**src/rtl/ram_pkg.sv**
```systemverilog
`default_nettype none
// ============================================================================
// Module      : ram_pkg
// Description : Shared constants, read-FSM state encoding and skid-pointer
//               helper for the dual-port RAM burst reader.
// Revision    : 1.0 - initial release
// ============================================================================
package ram_pkg;

    localparam int RAM_DATA_W    = 128;
    localparam int RAM_ADDR_W    = 3;
    localparam int RD_SKID_DEPTH = 3;
    localparam int RD_PTR_W      = 2;

    typedef enum logic [1:0] {
        RD_IDLE  = 2'd0,
        RD_READ  = 2'd1,
        RD_DRAIN = 2'd2,
        RD_DONE  = 2'd3
    } rd_state_t;

    // Pointer wrap for a non-power-of-two FIFO depth
    function automatic logic [RD_PTR_W-1:0] skid_ptr_inc(input logic [RD_PTR_W-1:0] p);
        return (p == RD_PTR_W'(RD_SKID_DEPTH - 1)) ? '0 : p + RD_PTR_W'(1);
    endfunction

endpackage
`default_nettype wire

```
**src/rtl/ram_rd_skid.sv**
```systemverilog
`default_nettype none
// ============================================================================
// Module      : ram_rd_skid
// Description : 3-entry FIFO of {last, data} absorbing downstream backpressure
//               behind the RAM read pipeline.
// Revision    : 1.0 - initial release
// ============================================================================
module ram_rd_skid
    import ram_pkg::*;
#(
    parameter int DATA_W = RAM_DATA_W
) (
    input  logic              clk,
    input  logic              rst,
    input  logic              push,
    input  logic              push_last,
    input  logic [DATA_W-1:0] push_data,
    input  logic              pop,
    output logic              valid,
    output logic              head_last,
    output logic [DATA_W-1:0] head_data,
    output logic [1:0]        count
);

    logic [DATA_W:0]     mem_q [RD_SKID_DEPTH];
    logic [DATA_W:0]     mem_d [RD_SKID_DEPTH];
    logic [RD_PTR_W-1:0] wr_ptr_q, wr_ptr_d;
    logic [RD_PTR_W-1:0] rd_ptr_q, rd_ptr_d;
    logic [1:0]          count_q, count_d;
    logic                w_push, w_pop;

    always_comb begin
        w_pop    = pop && (count_q != 2'd0);
        // A full FIFO may still take a push when the head leaves in the same cycle
        w_push   = push && ((count_q != 2'(RD_SKID_DEPTH)) || w_pop);
        mem_d    = mem_q;
        wr_ptr_d = wr_ptr_q;
        rd_ptr_d = rd_ptr_q;
        count_d  = count_q;
        if (w_push) begin
            mem_d[wr_ptr_q] = {push_last, push_data};
            wr_ptr_d        = skid_ptr_inc(wr_ptr_q);
        end
        if (w_pop) begin
            rd_ptr_d = skid_ptr_inc(rd_ptr_q);
        end
        case ({w_push, w_pop})
            2'b10:   count_d = count_q + 2'd1;
            2'b01:   count_d = count_q - 2'd1;
            default: count_d = count_q;
        endcase
    end

    always_ff @(posedge clk) begin
        if (rst) begin
            mem_q    <= '{default: '0};
            wr_ptr_q <= '0;
            rd_ptr_q <= '0;
            count_q  <= '0;
        end else begin
            mem_q    <= mem_d;
            wr_ptr_q <= wr_ptr_d;
            rd_ptr_q <= rd_ptr_d;
            count_q  <= count_d;
        end
    end

    assign valid                  = (count_q != 2'd0);
    assign {head_last, head_data} = mem_q[rd_ptr_q];
    assign count                  = count_q;

endmodule
`default_nettype wire

```
**src/rtl/ram_burst_reader.sv**
```systemverilog
`default_nettype none
// ============================================================================
// Module      : ram_burst_reader
// Description : Streams len consecutive RAM words from base_addr onto a
//               valid/ready stream, hiding the one-cycle RAM read latency.
//               Optional RAM_BURST_READER_CKSUM_EN adds an XOR checksum port.
// Revision    : 1.0 - initial release
// ============================================================================
module ram_burst_reader
    import ram_pkg::*;
#(
    parameter int DATA_W = RAM_DATA_W,
    parameter int ADDR_W = RAM_ADDR_W
) (
    input  logic              clk,
    input  logic              rst,
    input  logic              start,
    input  logic [ADDR_W-1:0] base_addr,
    input  logic [ADDR_W:0]   len,
    output logic              busy,
    output logic              done,
    output logic [ADDR_W-1:0] ram_addr,
    output logic              ram_wr_en,
    input  logic [DATA_W-1:0] ram_rdata,
    output logic              m_valid,
    input  logic              m_ready,
    output logic [DATA_W-1:0] m_data,
    output logic              m_last
`ifdef RAM_BURST_READER_CKSUM_EN
    ,
    output logic [DATA_W-1:0] cksum
`endif
);

    localparam int CNT_W = ADDR_W + 1;

    rd_state_t         state_q, state_d;
    logic [CNT_W-1:0]  len_q, len_d;
    logic [CNT_W-1:0]  issued_q, issued_d;
    logic [ADDR_W-1:0] ram_addr_q, ram_addr_d;
    logic              s0_q, s0_d, s0_last_q, s0_last_d;
    logic              s1_q, s1_d, s1_last_q, s1_last_d;

    logic              w_head_last;
    logic [1:0]        w_count;
    logic              w_hs, w_room, w_issue, w_issue_last;
    logic [2:0]        w_occ;

    always_comb begin
        w_hs         = m_valid && m_ready;
        // Words buffered plus words still in the RAM pipe must fit the skid FIFO
        w_occ        = {1'b0, w_count} + {2'b00, s0_q} + {2'b00, s1_q};
        w_room       = w_occ < (3'(RD_SKID_DEPTH) + {2'b00, w_hs});
        w_issue      = 1'b0;
        w_issue_last = 1'b0;
        state_d      = state_q;
        len_d        = len_q;
        issued_d     = issued_q;
        ram_addr_d   = ram_addr_q;

        case (state_q)
            RD_IDLE: begin
                if (start) begin
                    len_d    = len;
                    issued_d = '0;
                    if (len == '0) begin
                        state_d = RD_DONE;
                    end else begin
                        w_issue      = 1'b1;
                        w_issue_last = (len == CNT_W'(1));
                        ram_addr_d   = base_addr;
                        issued_d     = CNT_W'(1);
                        state_d      = RD_READ;
                    end
                end
            end
            RD_READ: begin
                if (issued_q == len_q) begin
                    state_d = RD_DRAIN;
                end else if (w_room) begin
                    w_issue      = 1'b1;
                    w_issue_last = ((issued_q + CNT_W'(1)) == len_q);
                    ram_addr_d   = ram_addr_q + ADDR_W'(1);
                    issued_d     = issued_q + CNT_W'(1);
                end
            end
            RD_DRAIN: begin
                if (w_hs && w_head_last) begin
                    state_d = RD_DONE;
                end
            end
            RD_DONE: begin
                state_d = RD_IDLE;
            end
            default: begin
                state_d = RD_IDLE;
            end
        endcase

        s0_d      = w_issue;
        s0_last_d = w_issue_last;
        s1_d      = s0_q;
        s1_last_d = s0_last_q;
    end

    always_ff @(posedge clk) begin
        if (rst) begin
            state_q    <= RD_IDLE;
            len_q      <= '0;
            issued_q   <= '0;
            ram_addr_q <= '0;
            s0_q       <= 1'b0;
            s0_last_q  <= 1'b0;
            s1_q       <= 1'b0;
            s1_last_q  <= 1'b0;
        end else begin
            state_q    <= state_d;
            len_q      <= len_d;
            issued_q   <= issued_d;
            ram_addr_q <= ram_addr_d;
            s0_q       <= s0_d;
            s0_last_q  <= s0_last_d;
            s1_q       <= s1_d;
            s1_last_q  <= s1_last_d;
        end
    end

    // Stage 1 marks the edge at which ram_rdata holds the word for that tag
    ram_rd_skid #(
        .DATA_W (DATA_W)
    ) u_skid (
        .clk       (clk),
        .rst       (rst),
        .push      (s1_q),
        .push_last (s1_last_q),
        .push_data (ram_rdata),
        .pop       (w_hs),
        .valid     (m_valid),
        .head_last (w_head_last),
        .head_data (m_data),
        .count     (w_count)
    );

    assign m_last    = m_valid && w_head_last;
    assign busy      = (state_q != RD_IDLE);
    assign done      = (state_q == RD_DONE);
    assign ram_addr  = ram_addr_q;
    assign ram_wr_en = 1'b0;

`ifdef RAM_BURST_READER_CKSUM_EN
    logic [DATA_W-1:0] cksum_q, cksum_d;

    always_comb begin
        cksum_d = cksum_q;
        if (state_q == RD_IDLE && start) begin
            cksum_d = '0;
        end else if (w_hs) begin
            cksum_d = cksum_q ^ m_data;
        end
    end

    always_ff @(posedge clk) begin
        if (rst) begin
            cksum_q <= '0;
        end else begin
            cksum_q <= cksum_d;
        end
    end

    assign cksum = cksum_q;
`endif

endmodule
`default_nettype wire

```
**config.mk**
```make
export PLATFORM = sky130hd
export DESIGN_NAME = ram_burst_reader
export DESIGN_NICKNAME = d
export VERILOG_FILES = /design/src/rtl/ram_pkg.sv /design/src/rtl/ram_rd_skid.sv /design/src/rtl/ram_burst_reader.sv
export SDC_FILE = /design/constraint.sdc
export NUM_CORES = 1
export LEC_CHECK = 0
export CELL_PAD_IN_SITES_DETAIL_PLACEMENT = 2
export CELL_PAD_IN_SITES_GLOBAL_PLACEMENT = 2
export CORE_MARGIN = 2
export CORE_UTILIZATION = 31
export DETAILED_ROUTE_END_ITERATION = 8
export GPL_TIMING_DRIVEN = 0
export PLACE_DENSITY = 0.78
export SLEW_MARGIN = 20
export SYNTH_ARGS = -nofsm -noshare
export SYNTH_HDL_FRONTEND = slang
export SYNTH_SLANG_ARGS = --single-unit
export TNS_END_PERCENT = 1
```
**constraint.sdc**
```tcl
create_clock -name clk -period 2.5 [get_ports clk]
set_input_delay 0.5 -clock clk [delete_from_list [all_inputs] [get_ports clk]]
set_output_delay 0.5 -clock clk [all_outputs]
set_load 0.02 [all_outputs]
```
After elaboration in Yosys (flattened, before gate mapping)
Index checks and enable logic that the tools add are counted.
Word-level totals
  logic and storage cells: 97
  bits in registers: 410
Operators by class
  reduce and logical (&&, ||, !) cells: 17
  magnitude comparators: 4
  add/sub/neg operators: 9
  bitwise operators: 2
  eq/ne operators: 17
  muxes and demuxes: 34
Operators by type and width (number)
  387-bit bitwise mux: 1
  129-bit 2-to-1 mux: 3
  129-bit binary-select mux with 2-bit select: 1
  129-bit demux with 2-bit select: 1
  2-bit != test, second input constant: 7
  2-bit 2-to-1 mux: 6
  3-bit 2-to-1 mux: 4
  4-bit 2-to-1 mux: 3
  2-bit == test, second input constant: 5
  1-bit 2-to-1 mux: 9
  4-bit == test: 2
  2-bit case mux with 4 select lines: 1
  4-bit case mux with 2 select lines: 1
  2-bit nonzero test: 4
  2-bit by 1-bit adder with 2-bit output, second input constant: 3
  3-bit >= comparator, second input constant: 2
  1-bit logical AND: 6
  2-bit NOT with 3-bit output: 2
  3-bit case mux with 2 select lines: 1
  5-bit AND reduction: 1
  4-bit by 1-bit adder with 4-bit output, second input constant: 1
  2-bit by 1-bit == test with 1-bit output, second input constant: 2
  4-bit by 1-bit == test with 1-bit output, second input constant: 1
  4-bit zero test: 1
  other kinds (14): 15

Depth between registers and ports, before layout
  word-level depth: 7
  gate-level depth with buffers: 10
  mapped depth without buffers: 9

Hierarchy
From an unflattened synthesis, not the netlist that was laid out.
Second synthesis, totals
  cells, all modules: 1988
  area, all modules: 19261.0 um2
Modules (own cells, without submodules)
  ram_rd_skid: area each 18208.7 um2, cells an instance 1859, instances 1, sequential area each 7867.5 um2
  ram_burst_reader: area each 1052.3 um2, cells an instance 129, instances 1, sequential area each 340.3 um2

Worst setup path before layout
No wires, ideal clock.
  kind: flip-flop to flip-flop
  start: register s1_q
  end: register issued_q[2]
  arrival: 2193 ps
  setup slack: 190 ps
  library setup time: 117 ps
  stages on the path, launching flop included: 10
  period minus slack after synthesis: 2310 ps
  path buffers: 1
  path through: dfxtp_1 -> fa_1 -> ha_1 -> ha_1 -> o211ai_1 -> o211ai_1 -> o22ai_1 -> buf_4 -> o21ai_0 -> a32o_1
Between the ends
  word-level cells in the longest chain between the ends: 4
RTL lines
  start: declaration: RTL line ram_burst_reader.sv:42  | logic s1_q, s1_d, s1_last_q, s1_last_d;
  start signal: assignment: RTL line ram_burst_reader.sv:114  | s1_q <= 1'b0;
  start signal: assignment: RTL line ram_burst_reader.sv:123  | s1_q <= s1_d;
  3-bit by 1-bit adder with 3-bit output: RTL line ram_burst_reader.sv:52  | w_occ = {1'b0, w_count} + {2'b00, s0_q} + {2'b00, s1_q};
  3-bit less-than comparator: RTL line ram_burst_reader.sv:53  | w_room = w_occ < (3'(RD_SKID_DEPTH) + {2'b00, w_hs});
  2-bit != test (no source line)
  4-bit AND reduction (no source line)
  end signal: assignment: RTL line ram_burst_reader.sv:119  | issued_q <= issued_d;
  end: declaration: RTL line ram_burst_reader.sv:39  | logic [CNT_W-1:0] issued_q, issued_d;
No other way between the ends.
A chain may end at the register's enable or synchronous reset.

Final worst setup path
  start: register u_skid.rd_ptr_q[0]
  end: output m_data[79]
Between the ends
  word-level cells in the longest chain between the ends: 4
RTL lines
  start: declaration: RTL line ram_rd_skid.sv:28  | logic [RD_PTR_W-1:0] rd_ptr_q, rd_ptr_d;
  start signal: assignment: RTL line ram_rd_skid.sv:63  | rd_ptr_q <= rd_ptr_d;
  2-bit NOT with 3-bit output (not written as such): RTL line ram_rd_skid.sv:69  | assign {head_last, head_data} = mem_q[rd_ptr_q];
  129-bit binary-select mux with 2-bit select: RTL line ram_rd_skid.sv:69
  129-bit 2-to-1 mux (not written as such) (2 in series): RTL line ram_rd_skid.sv:69
  end: declaration: RTL line ram_burst_reader.sv:27  | output logic [DATA_W-1:0] m_data,
No other way between the ends. The select of a mux whose other input is x is not followed.

==> impl_metrics.yaml <==
outcome:
  status: "finished, violations left"
  failed_checks: "setup timing"
worst_setup_path:
  r2r_cells: 7
  cp_max_fo: 10
  rr_endpoint: "u_skid.mem_q[91]$_SDFFE_PP0P_"
  path_cells: "buf_12 > nor2b_4 > buf_12 > buf_12 > clkbuf_16 > nand2_2 > o21ai_4 > buf_6"
  slowest_delay_ps: 330
  crit_arrival_ps: 2140
  cp-start-kind: "flop"
  slowest_stage: "dfxtp_2"
  rr_startpoint: "u_skid.count[1]$_SDFFE_PP0P_"
  cp_common_cell: "buf_12"
  crit_required_ps: 2000
  crit_type: "reg2out"
  r2r_slack_ps: 110
  cp-end-kind: "output port"
global_routing:
  antenna_found_initial: 15
  grt.total_usage_pct: 24.8
  grt_overflow: 0
  grt_pass1_vias: 18800
  grt_pass1_wl_mm: 110
  grt_max_degree: 13
yosys:
  ys_ff_latch: 410
  yosysWarnings: 0
  synth_nets: 2417
  synth-seq-area-share_pct: 47.7
  synth.cell_area_um2: 17200
  netlist_instances: 2267
  avgSynthCellArea_um2: 7.60
  synth_edf_count: 0
  async_reset_ff_share_pct: 0
  synthDistinctLibCells: 45
  synth_top_flop_cell: "dfxtp_1"
sta:
  hold_viol: 0
  finalMaxSlewViolations: 0
  period_share_pct: 106
  max_slew_margin_pct: 16.4
  fin_crit_ps: 2640
  hold_ws_ps: 425
  clock-skew-final_ps: 10.4
  rsz0062_at_grt: "yes"
  setup_viol: 63
  tightest_slew_ps: 1250
  max_clock_freq_mhz: 379
  worst_slack_ps: -138
worst_hold_path:
  hold_class: "in2reg"
  hold_depth: 3
  hold_start: "rst"
  whs_endpoint: "issued_q[2]$_SDFFE_PP0P_"
layout:
  postLayoutCellArea_um2: 22900
  finalNetCount: 2747
  final_cells: 3381
  final_cell_mix: "902 x nand2_1, 407 x dfxtp_1, 402 x a21oi_1, 142 x clkdlybuf4s50_1, 117 x mux2i_1"
  area_growth_pct: 32.9
  layout_commonest_cell: "nand2_1"
  post-route-util_pct: 41.6
  drive_gt1_share_pct: 15.4
detailed_routing:
  drt_wl_total_mm: 73.0
  drc: 0
  routedWlPerCell_um: 21.6
  first_pass_iters: 5
  antenna_left: 0
  vias: 17100
  drt-vias-per-instance: 5.07
  dr.first_iter.drc_count: 739
clock_network:
  path_clk_slew_ps: 60
  cts_buffer_depth: 3
  cts_root_buf: "clkbuf_16"
  clock_sinks: 410
  clk_latency_ps: 590
  numCtsBuffers: 48
  cts_tree: "yes"
  cts.htree.levels: 2
floorplanning:
  core_area_um2: 55000
  rows: 86
  dieArea_um2: 57500
  die_h_um: 240
  initial_core_util_pct: 31.3
  pin_count: 275
  die_w_um: 240
place:
  io_buffers: 272
  gp_congestion: 0.813
  dpl.hpwl_mm: 50.6
  dpl_cell_area_um2: 20900
  dp_cells: 3287
power_and_ir_drop:
  pwr-share-comb_pct: 22.8
  power_density_nw_per_um2: 813
  switching_share_pct: 30.6
  irDropWorstVdd_v: 0.000484
  leakagePower_nw: 7.85
  power_frac_seq_pct: 38.3
  p_clk_share_pct: 38.9
  p_sw_mw: 5.70
  cell_internal_pwr_mw: 12.9
run:
  drv_cap: 0
-- logic make-up after synthesis --
logic type / synth area share, %
xor+xnor: 0.509
other cells: 0.0218
flops: 47.7
buf+inv: 5.03
fa+ha+maj: 0.843
simple gates: 21.4
compound gates: 16.9
mux: 7.68
-- timing repair --
action	CTS	global route
endpoints found under the setup margin	136	233
resized for setup	695	249
hold buffers	0	0
setup buffers	4	2
gates cloned	1	2
pin swaps	1	2
-- final cells by class --
| type | count | area [um^2] |
|---|---|---|
| plain buffers | 183 | 1190 |
| clock buffers | 74 | 1480 |
| inverters | 5 | 18.8 |
| clock inverters | 9 | 124 |
| repair buffers | 281 | 2470 |
| multi-input cells | 1668 | 8460 |
| fillers | 6247 | 32100 |
| diodes | 3 | 7.51 |
| well taps | 748 | 936 |
| flip-flops and latches | 410 | 8210 |
-- cell usage after synthesis, drive strengths merged (3+ instances only) --
master | count | area share, %
o22ai | 40 | 1.5
buf | 99 | 3.1
clkbuf | 85 | 1.9
dfxtp | 410 | 48
xnor2 | 4 | 0.20
inv | 5 | 0.11
nor2 | 11 | 0.24
a21boi | 3 | 0.13
o21ai | 95 | 2.8
nand3 | 6 | 0.17
nor4 | 3 | 0.15
nor2b | 4 | 0.15
nand2 | 914 | 20
nor3b | 4 | 0.17
ha | 10 | 0.73
a21oi | 403 | 12
xor2 | 6 | 0.31
nor3 | 6 | 0.17
mux2i | 131 | 7.6
-- per-layer routing --
layer	share of wire [%]	up-vias	GRT usage, %	routed length (um)
met5	0.20	-	0	147
li1	-	8154	-	-
met1	44	8566	30.7	31800
met2	49	287	42.9	35500
met4	2.3	22	7.73	1690
met3	5.3	118	5.28	3880
-- per-stage QoR --
stage                     worst slack [ps]  setup TNS (ps)  total power [mW]
after global routing                  -200          -11090              19.4
after global placement               -1270         -169780              11.1
after floorplan                        190               0              9.46
final                                 -138           -2980              18.6
after CTS                             -223          -13850              18.6
after detailed placement             -1310         -184550              11.3
-- power by group through the flow --
stage	clock (mW)	combinational [mW]	sequential (mW)
after global placement	0	3.91	7.20
after CTS	7.39	4.15	7.11
after global routing	7.70	4.56	7.16
after floorplan	0	2.28	7.19
final	7.24	4.25	7.12
after detailed placement	0	4.02	7.24
-- worst max path at each step --
stage | startpoint | end | slack [ps] | cells past startpoint
floorplan | s1_q$_SDFF_PP0_ | issued_q[2]$_SDFFE_PP0P_ | 190 | 9
global placement | u_skid.rd_ptr_q[1]$_SDFFE_PP0P_ | m_data[83] | -1270 | 8
detailed placement | u_skid.rd_ptr_q[1]$_SDFFE_PP0P_ | m_data[83] | -1310 | 8
CTS | u_skid.rd_ptr_q[0]$_SDFFE_PP0P_ | m_data[14] | -220 | 7
global route | u_skid.rd_ptr_q[0]$_SDFFE_PP0P_ | m_data[79] | -200 | 8
finish | u_skid.rd_ptr_q[0]$_SDFFE_PP0P_ | m_data[79] | -140 | 8
-- worst max-delay path, delay by kind of cell, from the launching register on --
| family | cells | cell delay [ps] |
|---|---|---|
| buffers and inverters | 5 | 810 |
| AOI/OAI and AO/OA | 1 | 100 |
| DFF | 1 | 330 |
| and+or+nand+nor | 2 | 310 |
-- state kept, by name, indices dropped and copies added, names as in the netlist --
register and cells:
state_q 2, u_skid.count 2, u_skid.mem_q 387, s0_q 1
s1_q 1, issued_q 4, s1_last_q 1, len_q 4
u_skid.rd_ptr_q 2, ram_addr 3, s0_last_q 1, u_skid.wr_ptr_q 2
Note: power is estimated with default switching activity, not from simulation.
